--- config.mk ---
export PLATFORM = sky130hd
export DESIGN_NAME = cordic_phase_arbiter
export DESIGN_NICKNAME = d
export VERILOG_FILES = /design/src/rtl/cordic_arb_pkg.sv /design/src/rtl/cordic_arb_tag_fifo.sv /design/src/rtl/cordic_phase_arbiter.sv
export SDC_FILE = /design/constraint.sdc
export NUM_CORES = 1
export LEC_CHECK = 0
export CORE_MARGIN = 1.5
export CORE_UTILIZATION = 40
export CTS_BUF_LIST = sky130_fd_sc_hd__clkbuf_4 sky130_fd_sc_hd__clkbuf_8
export DETAILED_ROUTE_END_ITERATION = 16
export PLACE_DENSITY = 0.67
export SYNTH_ARGS = -nofsm -noshare
export SYNTH_HDL_FRONTEND = slang
export SYNTH_SLANG_ARGS = --single-unit
--- constraint.sdc ---
create_clock -name CLK -period 3.53 [get_ports CLK]
set_input_delay 0.706 -clock CLK [delete_from_list [all_inputs] [get_ports CLK]]
set_output_delay 0.706 -clock CLK [all_outputs]
set_load 0.01 [all_outputs]
--- src/rtl/cordic_arb_pkg.sv ---
// Shared definitions for the CORDIC phase arbiter slice.
// Holds the default parameters, the tag/count width helpers and the arbiter FSM state type.
// No ports: compile-time definitions only.
package cordic_arb_pkg;

  localparam int unsigned NUM_REQ_DEF   = 4;
  localparam int unsigned A_BITS_DEF    = 16;
  localparam int unsigned OUT_BITS_DEF  = 16;
  localparam int unsigned TAG_DEPTH_DEF = 32;

  // Width of a requester index; a single requester still needs a 1-bit tag.
  function automatic int unsigned tag_w_of(input int unsigned n);
    return (n > 1) ? $clog2(n) : 1;
  endfunction

  // Count must represent 0..depth inclusive.
  function automatic int unsigned cnt_w_of(input int unsigned depth);
    return $clog2(depth) + 1;
  endfunction

  localparam int unsigned TAG_W = $clog2(NUM_REQ_DEF);
  localparam int unsigned CNT_W = $clog2(TAG_DEPTH_DEF) + 1;

  typedef enum logic [1:0] {
    RUN   = 2'd0,
    DRAIN = 2'd1,
    DONE  = 2'd2
  } arb_state_e;

endpackage

--- src/rtl/cordic_arb_tag_fifo.sv ---
// Tag FIFO remembering which requester owns each in-flight CORDIC operation.
// Synchronous push/pop, registered occupancy count, show-ahead read data.
// Ports:
//   clk_i, rst_i        clock, asynchronous active-high reset (empties the FIFO)
//   push_i/push_data_i  write a tag (ignored when full)
//   pop_i               discard the head tag (ignored when empty)
//   pop_data_o          head tag, valid whenever empty_o is low
//   count_o             current occupancy, 0..DEPTH
//   full_o, empty_o     occupancy flags derived from the registered count
module cordic_arb_tag_fifo
  import cordic_arb_pkg::*;
#(
  parameter int unsigned DEPTH = TAG_DEPTH_DEF,
  parameter int unsigned WIDTH = TAG_W
) (
  input  logic                   clk_i,
  input  logic                   rst_i,
  input  logic                   push_i,
  input  logic [WIDTH-1:0]       push_data_i,
  input  logic                   pop_i,
  output logic [WIDTH-1:0]       pop_data_o,
  output logic [$clog2(DEPTH):0] count_o,
  output logic                   full_o,
  output logic                   empty_o
);

  localparam int unsigned PW = $clog2(DEPTH);
  localparam int unsigned CW = PW + 1;

  logic [WIDTH-1:0] mem_q [DEPTH];
  logic [PW-1:0]    wr_ptr_q, rd_ptr_q;
  logic [CW-1:0]    count_q;
  logic             do_push, do_pop;

  assign full_o     = (count_q == CW'(DEPTH));
  assign empty_o    = (count_q == '0);
  assign count_o    = count_q;
  assign pop_data_o = mem_q[rd_ptr_q];
  assign do_push    = push_i && !full_o;
  assign do_pop     = pop_i && !empty_o;

  always_ff @(posedge clk_i) begin
    if (do_push) begin
      mem_q[wr_ptr_q] <= push_data_i;
    end
  end

  // DEPTH is a power of two, so the pointers wrap naturally.
  always_ff @(posedge clk_i or posedge rst_i) begin
    if (rst_i) begin
      wr_ptr_q <= '0;
      rd_ptr_q <= '0;
      count_q  <= '0;
    end else begin
      if (do_push) begin
        wr_ptr_q <= wr_ptr_q + PW'(1);
      end
      if (do_pop) begin
        rd_ptr_q <= rd_ptr_q + PW'(1);
      end
      unique case ({do_push, do_pop})
        2'b10:   count_q <= count_q + CW'(1);
        2'b01:   count_q <= count_q - CW'(1);
        default: count_q <= count_q;
      endcase
    end
  end

endmodule

--- src/rtl/cordic_phase_arbiter.sv ---
// Round-robin arbiter sharing one pipelined CORDIC sin/cos engine among NUM_REQ requesters.
// Each granted angle is registered to the engine; its requester index rides a tag FIFO
// and is used to route the returning result back as a one-hot response strobe.
// Optional feature: define CORDIC_ARB_PRIO0_EN to give requester 0 absolute priority, with
// round-robin among requesters 1..NUM_REQ-1.
// Ports:
//   CLK, RST                   clock, asynchronous active-high reset
//   REQ_VALID/REQ_ANGLE        per-requester valid and packed angles
//   REQ_READY                  combinational one-hot grant
//   FLUSH/FLUSH_DONE           stop issuing and drain; one-cycle completion pulse
//   CORDIC_DIN_A/_VALID        registered angle and strobe to the engine
//   CORDIC_DOUT_VALID/_X/_Y    engine result
//   RSP_VALID/RSP_X/RSP_Y      routed registered result
//   ERR_SPURIOUS               sticky: result arrived with no tag outstanding
module cordic_phase_arbiter
  import cordic_arb_pkg::*;
#(
  parameter int unsigned NUM_REQ   = NUM_REQ_DEF,
  parameter int unsigned A_BITS    = A_BITS_DEF,
  parameter int unsigned OUT_BITS  = OUT_BITS_DEF,
  parameter int unsigned TAG_DEPTH = TAG_DEPTH_DEF
) (
  input  logic                      CLK,
  input  logic                      RST,
  input  logic [NUM_REQ-1:0]        REQ_VALID,
  input  logic [NUM_REQ*A_BITS-1:0] REQ_ANGLE,
  output logic [NUM_REQ-1:0]        REQ_READY,
  input  logic                      FLUSH,
  output logic                      FLUSH_DONE,
  output logic [A_BITS-1:0]         CORDIC_DIN_A,
  output logic                      CORDIC_DIN_VALID,
  input  logic                      CORDIC_DOUT_VALID,
  input  logic [OUT_BITS-1:0]       CORDIC_DOUT_X,
  input  logic [OUT_BITS-1:0]       CORDIC_DOUT_Y,
  output logic [NUM_REQ-1:0]        RSP_VALID,
  output logic [OUT_BITS-1:0]       RSP_X,
  output logic [OUT_BITS-1:0]       RSP_Y,
  output logic                      ERR_SPURIOUS
);

  localparam int unsigned TW = tag_w_of(NUM_REQ);
  localparam int unsigned CW = cnt_w_of(TAG_DEPTH);

  arb_state_e state_q, state_d;
  logic       run_en;

  logic [TW-1:0]       last_q;
  logic [TW-1:0]       grant_idx;
  logic                grant_any;
  logic [NUM_REQ-1:0]  grant;
  logic [A_BITS-1:0]   grant_angle;
  logic                issue_en;

  logic [A_BITS-1:0]   din_a_q;
  logic                din_valid_q;
  logic [TW-1:0]       tag_q;

  logic [CW-1:0]       fifo_count;
  logic                fifo_full, fifo_empty;
  logic [TW-1:0]       pop_tag;
  logic                pop, spurious;
  logic [CW:0]         inflight;
  logic                drain_idle;
  logic [NUM_REQ-1:0]  pop_onehot;

  logic [NUM_REQ-1:0]  rsp_valid_q;
  logic [OUT_BITS-1:0] rsp_x_q, rsp_y_q;
  logic                err_q;

  // A granted operation sits one cycle in the input register before it reaches the FIFO,
  // so it must already count as in flight or a full FIFO could be overrun.
  assign inflight   = {1'b0, fifo_count} + {{CW{1'b0}}, din_valid_q};
  assign issue_en   = run_en && !FLUSH && !RST && !fifo_full &&
                      (inflight < (CW + 1)'(TAG_DEPTH));
  assign drain_idle = (fifo_count == '0) && !din_valid_q;
  assign pop        = CORDIC_DOUT_VALID && !fifo_empty;
  assign spurious   = CORDIC_DOUT_VALID && fifo_empty;

  always_comb begin
    logic [TW-1:0] idx;
    grant_any = 1'b0;
    grant_idx = '0;
    idx       = '0;
    if (issue_en) begin
`ifdef CORDIC_ARB_PRIO0_EN
      if (REQ_VALID[0]) begin
        grant_any = 1'b1;
      end else begin
        // last_q stays within 1..NUM_REQ-1 in this mode.
        for (int unsigned off = 0; off < NUM_REQ - 1; off++) begin
          idx = TW'(32'd1 + ((32'(last_q) + off) % (NUM_REQ - 1)));
          if (!grant_any && REQ_VALID[idx]) begin
            grant_any = 1'b1;
            grant_idx = idx;
          end
        end
      end
`else
      for (int unsigned off = 0; off < NUM_REQ; off++) begin
        idx = TW'((32'(last_q) + 32'd1 + off) % NUM_REQ);
        if (!grant_any && REQ_VALID[idx]) begin
          grant_any = 1'b1;
          grant_idx = idx;
        end
      end
`endif
    end
  end

  always_comb begin
    grant = '0;
    if (grant_any) begin
      grant[grant_idx] = 1'b1;
    end
  end

  assign REQ_READY = grant;

  always_comb begin
    grant_angle = '0;
    for (int i = 0; i < NUM_REQ; i++) begin
      if (grant_idx == TW'(i)) begin
        grant_angle = REQ_ANGLE[i*A_BITS +: A_BITS];
      end
    end
  end

  always_comb begin
    pop_onehot = '0;
    if (pop) begin
      pop_onehot[pop_tag] = 1'b1;
    end
  end

  cordic_arb_tag_fifo #(
    .DEPTH (TAG_DEPTH),
    .WIDTH (TW)
  ) u_tag_fifo (
    .clk_i       (CLK),
    .rst_i       (RST),
    .push_i      (din_valid_q),
    .push_data_i (tag_q),
    .pop_i       (pop),
    .pop_data_o  (pop_tag),
    .count_o     (fifo_count),
    .full_o      (fifo_full),
    .empty_o     (fifo_empty)
  );

  // Issue side: engine input register, tag holding register, round-robin pointer.
  always_ff @(posedge CLK or posedge RST) begin
    if (RST) begin
      din_a_q     <= '0;
      din_valid_q <= 1'b0;
      tag_q       <= '0;
      last_q      <= TW'(NUM_REQ - 1);
    end else begin
      din_valid_q <= grant_any;
      if (grant_any) begin
        din_a_q <= grant_angle;
        tag_q   <= grant_idx;
      end
`ifdef CORDIC_ARB_PRIO0_EN
      if (grant_any && (grant_idx != '0)) begin
        last_q <= grant_idx;
      end
`else
      if (grant_any) begin
        last_q <= grant_idx;
      end
`endif
    end
  end

  // Return side: routed response register and sticky spurious flag.
  always_ff @(posedge CLK or posedge RST) begin
    if (RST) begin
      rsp_valid_q <= '0;
      rsp_x_q     <= '0;
      rsp_y_q     <= '0;
      err_q       <= 1'b0;
    end else begin
      rsp_valid_q <= pop_onehot;
      if (pop) begin
        rsp_x_q <= CORDIC_DOUT_X;
        rsp_y_q <= CORDIC_DOUT_Y;
      end
      if (spurious) begin
        err_q <= 1'b1;
      end
    end
  end

  assign CORDIC_DIN_A     = din_a_q;
  assign CORDIC_DIN_VALID = din_valid_q;
  assign RSP_VALID        = rsp_valid_q;
  assign RSP_X            = rsp_x_q;
  assign RSP_Y            = rsp_y_q;
  assign ERR_SPURIOUS     = err_q;

  // FSM: state register.
  always_ff @(posedge CLK or posedge RST) begin
    if (RST) begin
      state_q <= RUN;
    end else begin
      state_q <= state_d;
    end
  end

  // FSM: next state. FLUSH only matters in RUN.
  always_comb begin
    state_d = state_q;
    unique case (state_q)
      RUN:     if (FLUSH) state_d = DRAIN;
      DRAIN:   if (drain_idle) state_d = DONE;
      DONE:    state_d = RUN;
      default: state_d = RUN;
    endcase
  end

  // FSM: outputs.
  always_comb begin
    run_en     = (state_q == RUN);
    FLUSH_DONE = (state_q == DONE);
  end

endmodule

# == Word-level counts from Yosys, hierarchy flattened ==
# Memory sizes are Yosys's and may differ from the RTL's.
# Cells that the tools add are included.
# word_totals
register_bits,76
inputBits,104
mem_bits_rw,64
mem_count,1
word_cells,105
# mem_list
name,depth,word_bits,rd,rd_ports_with_merged_regs,wr,line,source
u_tag_fifo.mem_q,32,2,1,0,1,cordic_arb_tag_fifo.sv:30,logic [WIDTH-1:0] mem_q [DEPTH];
# op_classes
n_addsub,9
n_eq_ne,10
n_mux,37
order_cmp,9
n_reduce_logical,27
# ops
operator,n
$mux 16,4
$lt 2x3->1 const B,6
$mux 1,16
$logic_and 1x1->1,14
$mux 2,7
$pmux 6 s2,1
$add 5x1->5 const B,2
$bmux 1 s2,4
$eq 2x2->1 const B,4
$logic_not 1->1,8
$mux 4,2
$add 6x1->7,1
$lt 7x6->1 const B,1
$add 6x1->6 const B,1
$eq 2x1->1 const B,3
$eq 6x6->1 const B,1
$logic_not 6->1,1
$sub 6x1->6 const B,1
$add 2x1->2 const B,2
$add 2x2->2 const B,2
$demux 1 s2,2
$ge 2x1->1 const B,2
$logic_not 2->1,2
$ne 2x2->1 const B,2
other kinds (3),3

# == Logic depth before layout (Yosys ltp) ==
# logic_depth
ltp_word,23
ltp_mapped,15
ltp_nobuf,13

# == Hierarchy ==
# From an unflattened synthesis, not the netlist that was laid out.
# unflattened
cells_unflattened,464
hier_area_um2,6480.0
# modules_own_cells
mod,cells_each,n_inst,area_each_um2,seq_area_each_um2
cordic_arb_tag_fifo,243,1,3623.5,2322.2
cordic_phase_arbiter,221,1,2856.5,1503.9

# == Least setup slack after synthesis ==
# OpenSTA, ideal clock, no wires.
# synth_path
path_kind,register to register
startpoint,reg u_tag_fifo.count_q[1] (netlist: u_tag_fifo.count_o[1])
endpoint,reg u_tag_fifo.count_q[4] (netlist: u_tag_fifo.count_o[4])
setup_slack_ns,0.538
stages_incl_launch_ff,16
synth_period_minus_slack_ns,2.992
arrival_ns,2.913
setup_time_ns,0.079
cell_sequence,dfrtp_1 > or3_1 > nor3_1 > nand2b_1 > nand2_2 > inv_2 > clkbuf_1 > ha_1 > clkbuf_1 > xor2_1 > ha_1 > nand2b_1 > a21oi_1 > a21oi_1 > a21oi_1 > xor2_1
# synth_via
elab_chain_cells,6
elab_cells_between_ends,13
cone_classes,add/sub: 2; eq/ne: 3; mux: 1; reduce/logical: 7
# synth_rtl
item,line,source
start: declaration,cordic_arb_tag_fifo.sv:32,logic [CW-1:0] count_q;
start signal: assignment,cordic_arb_tag_fifo.sv:62,2'b10: count_q <= count_q + CW'(1);
start signal: assignment,cordic_arb_tag_fifo.sv:63,2'b01: count_q <= count_q - CW'(1);
start signal: assignment,cordic_arb_tag_fifo.sv:64,default: count_q <= count_q;
$logic_not 6->1 (*),cordic_arb_tag_fifo.sv:36,assign empty_o = (count_q == '0);
$logic_not 1->1 (*),cordic_phase_arbiter.sv:76,assign pop = CORDIC_DOUT_VALID && !fifo_empty;
$logic_and 1x1->1 (*),cordic_phase_arbiter.sv:76,
net pop,cordic_phase_arbiter.sv:61,"logic pop, spurious;"
$logic_and 1x1->1 (*),cordic_arb_tag_fifo.sv:40,assign do_pop = pop_i && !empty_o;
$eq 2x1->1 or $eq 2x2->1 (tied branches),cordic_arb_tag_fifo.sv:61,"unique case ({do_push, do_pop})"
$pmux 6 s2 or $reduce_bool 2->1 (tied branches),n/a,
# Mark *: on every way through the listed nets, which the timed path passes. The rest lies on a longest branch.
# A chain may end at the register's enable or synchronous reset.

# == Worst setup path in the final report ==
# layout_path
startpoint,in REQ_VALID[0]
endpoint,out REQ_READY[0]
# layout_via
elab_chain_cells,21
elab_cells_between_ends,33
cone_classes,order compare: 2; mux: 24; reduce/logical: 7
# layout_rtl
item,line,source
start: declaration,cordic_phase_arbiter.sv:25,"input logic [NUM_REQ-1:0] REQ_VALID,"
$bmux 1 s2,cordic_phase_arbiter.sv:101,if (!grant_any && REQ_VALID[idx]) begin
$mux 1 (not written as such),cordic_phase_arbiter.sv:101,
$mux 1,cordic_phase_arbiter.sv:101,
$mux 1,cordic_phase_arbiter.sv:84,if (issue_en) begin
$logic_not 1->1,cordic_phase_arbiter.sv:101,
$logic_and 1x1->1,cordic_phase_arbiter.sv:101,
$mux 1,cordic_phase_arbiter.sv:101,
$mux 1,cordic_phase_arbiter.sv:84,
[5 not listed],n/a,
$logic_and 1x1->1,cordic_phase_arbiter.sv:101,
$mux 2,cordic_phase_arbiter.sv:101,
$mux 2,cordic_phase_arbiter.sv:84,
$lt 2x3->1 (not written as such) or $ge 2x1->1 (tied branches),cordic_phase_arbiter.sv:113,grant[grant_idx] = 1'b1;
$logic_and 1x1->1 (not written as such),cordic_phase_arbiter.sv:113,
$mux 1 (not written as such),cordic_phase_arbiter.sv:113,
$demux 1 s2,cordic_phase_arbiter.sv:113,
$mux 4 (*),cordic_phase_arbiter.sv:112,if (grant_any) begin
end: declaration,cordic_phase_arbiter.sv:27,"output logic [NUM_REQ-1:0] REQ_READY,"
# Every way passes the cells marked *; elsewhere a longest branch is shown, timed or not. The select of a mux whose other input is x is not followed.

==> summary.txt <==
Outcome
  • Status: finished clean

Power
  • Maximum vdd drop: around 0.00029 V
  • LEAKAGE: about 3.7 nW
  • Pwr Density: approximately 610 nW/um^2

Worst setup path
  • Worst setup EP type: output port
  • R2R depth: 12
  • Startpoint types: primary input
  • CP max FO: 6
  • WS Path Type: primary input to output port
  • Register-to-Register Setup Slack: roughly 490 ps
  • CP arrival: between 2000 and 3000 ps
  • Critical R2R Capture: u_tag_fifo.count_o[4]
  • Worst path required time: 2820 ps
  • R2R Path Start: u_tag_fifo.count_o[1]

Finish
  • Area taken by flip-flops and latches: between 3000 and 4000 um^2
  • Area Overhead vs Synth: 36.19%
  • Area of the multi-input gates: approximately 2400 um^2
  • Core Util, Final: 0.5636
  • Nets: roughly 810
  • Layout cells sized above 1: 0.09915
  • FILL cells: between 1000 and 1500
  • Diodes inserted: 0

Floorplan
  • DIE AREA: between 15000 and 20000 um^2
  • I/O Pins: 163
  • Site row count: 45
  • DIE HEIGHT: roughly 130 um
  • Core region area: about 15000 um^2
  • Initial Util: 0.4138
  • Chip width: between 100 and 150 um

Detailed routing
  • Drt drc: 0
  • DRT Wirelength: approximately 14 mm
  • Via/cell ratio: approximately 5
  • Pre-antenna DRT Iters: 4
  • DR WL/cell: between 15 and 20 um
  • Vias: ~4600
  • 1st-iter DRT viols: 243
  • Final ANT Viol Nets: 0

STA
  • RSZ-0062 raised after global routing: false
  • Final hold viol count: 0
  • Tightest Pin Transition: around 1000 ps
  • Skew final: 9.877 ps
  • Max Slew Vio Count: 0
  • Slew margin rel.: 0.3322
  • Hold Slack: between 400 and 500 ps
  • Fmax: a little under 300 MHz
  • Fin crit period: 3418 ps
  • Final WS setup: approximately 110 ps
  • Final period utilization: 0.9682
  • Final setup fails: 0

Flow run
  • Maxcap violations: 0

Min path
  • Hold EP: RSP_X[11]
  • HP Class: flop to flop
  • Hold path depth: 2
  • Hold path start: RSP_X[11]

Placement
  • Hpwl dp: 10.20 mm
  • Port Buffers: 162
  • GPL Wtd Cong: ~0.76
  • Post-Place Worst Slack: -20.31 ps

Synthesis
  • Cell count after synthesis: 526
  • Net Count, Synth: around 640
  • EDFF count, synth: 64
  • Most area-hungry cell type in the Yosys netlist: edfxtp_1
  • Avg Inst Size Synth: 12.09 um^2
  • Netlist cell types: 48
  • Seq cells post-synth: between 100 and 150
  • Mapped cell area: 6361 um^2
  • Post-synthesis async set-or-reset flop share: 0.5429
  • Top-area cell type share of the netlist area: 0.3021
  • Top cells by area, synth: edfxtp_1 30%, dfrtp_1 29%, nand2_1 7.2%, mux2i_1 6.0%, mux4_2 3.5%
  • Synth Flop Type: dfrtp_1
  • Sequential share of the synthesized area: 0.6015
  • YS warnings: 0

Clock network
  • TritonCTS buffer count: 17
  • Reg clk slew, reported paths: around 70 ps
  • Clock Tree Root: clkbuf_8
  • CTS tree: yes
  • Clock Tree Buf Depth: 2
  • CTS HTree Levels: 4
  • Clock sink total: 140
  • Worst skew pair latency: between 400 and 500 ps

Global route
  • Vias in the first global route: about 4600
  • Total Routing Usage GR: 0.1761
  • Largest net degree at the start of global routing: 39
  • First-pass GRT wire length: ~23 mm
  • GRT overflow: 0
  • Number of antenna violations at the first check in global routing: 0
## layout make-up
type | instances | share of cell area
clock buffers | 18 | 0.02787
clock inverters | 14 | 0.02051
flip-flops and latches | 140 | 0.4417
repair buffers | 176 | 0.1993
multi-input cells | 350 | 0.2766
inverters | 8 | 0.003611
well taps | 211 | 0.03047
## critical path: stages
cell and delay [ps]:
clkdlybuf4s50_1 540, or3b_1 380, a21oi_2 200, o311ai_4 170, and3_1 230, clkdlybuf4s50_1 470
## how the worst max path moves through the flow
stage / from / to / depth (start not counted)
after floorplan: u_tag_fifo.count_o[1] / u_tag_fifo.count_o[4] / 15
after global placement: REQ_VALID[0] / REQ_READY[0] / 6
after detailed placement: REQ_VALID[1] / REQ_READY[0] / 7
after CTS: REQ_VALID[0] / REQ_READY[0] / 6
after global routing: REQ_VALID[1] / REQ_READY[0] / 7
final: REQ_VALID[0] / REQ_READY[0] / 6
## metrics by stage
stage	setup TNS [ps]	cells	area, um^2	power (W)
final	0	917	8663	0.005315
after global routing	0	917	8663	0.005628
after CTS	0	917	8652	0.005365
after detailed placement	-20.31	884	8225	0.004002
after global placement	0	884	8225	0.003949
after floorplan	0	526	6361	0.003294
## placed cells by master (no fill, tap or decap), types with 4 or more instances in the layout
| master | netlist | layout |
|---|---|---|
| ha_1 | 8 | 8 |
| nand2_1 | 122 | 122 |
| mux4_1 | 8 | 8 |
| xor2_1 | 6 | 6 |
| edfxtp_1 | 64 | 64 |
| bufinv_16 | 0 | 4 |
| nand4_1 | 4 | 4 |
| mux4_2 | 10 | 10 |
| dfrtp_1 | 74 | 74 |
| clkbuf_8 | 0 | 17 |
| clkinv_2 | 0 | 6 |
| a21oi_1 | 9 | 8 |
| clkdlybuf4s50_1 | 0 | 162 |
| o22ai_1 | 16 | 16 |
| nand3b_1 | 4 | 4 |
| a21o_1 | 15 | 15 |
| nor2_1 | 47 | 47 |
| nor2b_1 | 5 | 5 |
| xnor2_1 | 9 | 9 |
| nand2b_1 | 6 | 6 |
| inv_1 | 7 | 6 |
| mux2i_1 | 38 | 38 |
| nand3_1 | 4 | 4 |
| buf_4 | 2 | 14 |
| o21ai_0 | 8 | 8 |
## synth_stat cells, types with 3 or more instances
library cell	n
nor4b_1	3
nand3b_1	4
o21ai_0	8
a21oi_1	9
xor2_1	6
nand4_1	4
nand3_1	4
or2_2	3
clkbuf_1	11
edfxtp_1	64
nor3_1	3
mux4_1	8
dfrtp_1	74
o22ai_1	16
inv_1	7
mux2i_1	38
ha_1	8
nor2_1	47
nor2b_1	5
a21o_1	15
mux4_2	10
nand2_1	122
buf_2	11
xnor2_1	9
nand2b_1	6
## state kept, by name, summed over array words and instances, names as in the netlist
signal               cells
ERR_SPURIOUS             1
u_tag_fifo.mem_q        64
u_tag_fifo.count_o       6
last_q                   2
tag_q                    2
RSP_VALID                4
state_q                  2
RSP_X                   16
CORDIC_DIN_A            16
u_tag_fifo.wr_ptr_q      5
RSP_Y                   16
u_tag_fifo.rd_ptr_q      5
CORDIC_DIN_VALID         1
## kinds of logic after synthesis
group / synth area share
buffers and inverters: 0.02695
AOI/OAI and AO/OA: 0.05960
and+or+nand+nor: 0.1438
muxes: 0.1318
adders and majority gates: 0.01574
DFF: 0.6015
xor gates and xnor gates: 0.02065
## per-layer routing
layer  vias to the layer above  track usage  part of all wire
li1                       2189            -                 -
met4                         0      0.06279             0.016
met3                        18      0.05698             0.077
met5                         -            0                 0
met1                      2200       0.2145              0.43
met2                       187       0.2947              0.48
## what timing repair did
item                       4_1_cts  5_1_grt
pin swaps                        1        1
setup buffers                    1        0
setup endpoints to repair        2        4
hold endpoints to repair         0        0
gates resized for setup          0        2
hold buffers                     0        0
## power breakdown
group          switching (W)  total, W  leakage, nW  internal (W)
clock network       0.000592   0.00136        0.214      0.000767
registers           0.000368   0.00244         1.52       0.00207
logic               0.000632   0.00152         1.99      0.000889
No activity file was read; power rests on OpenSTA's default activity.
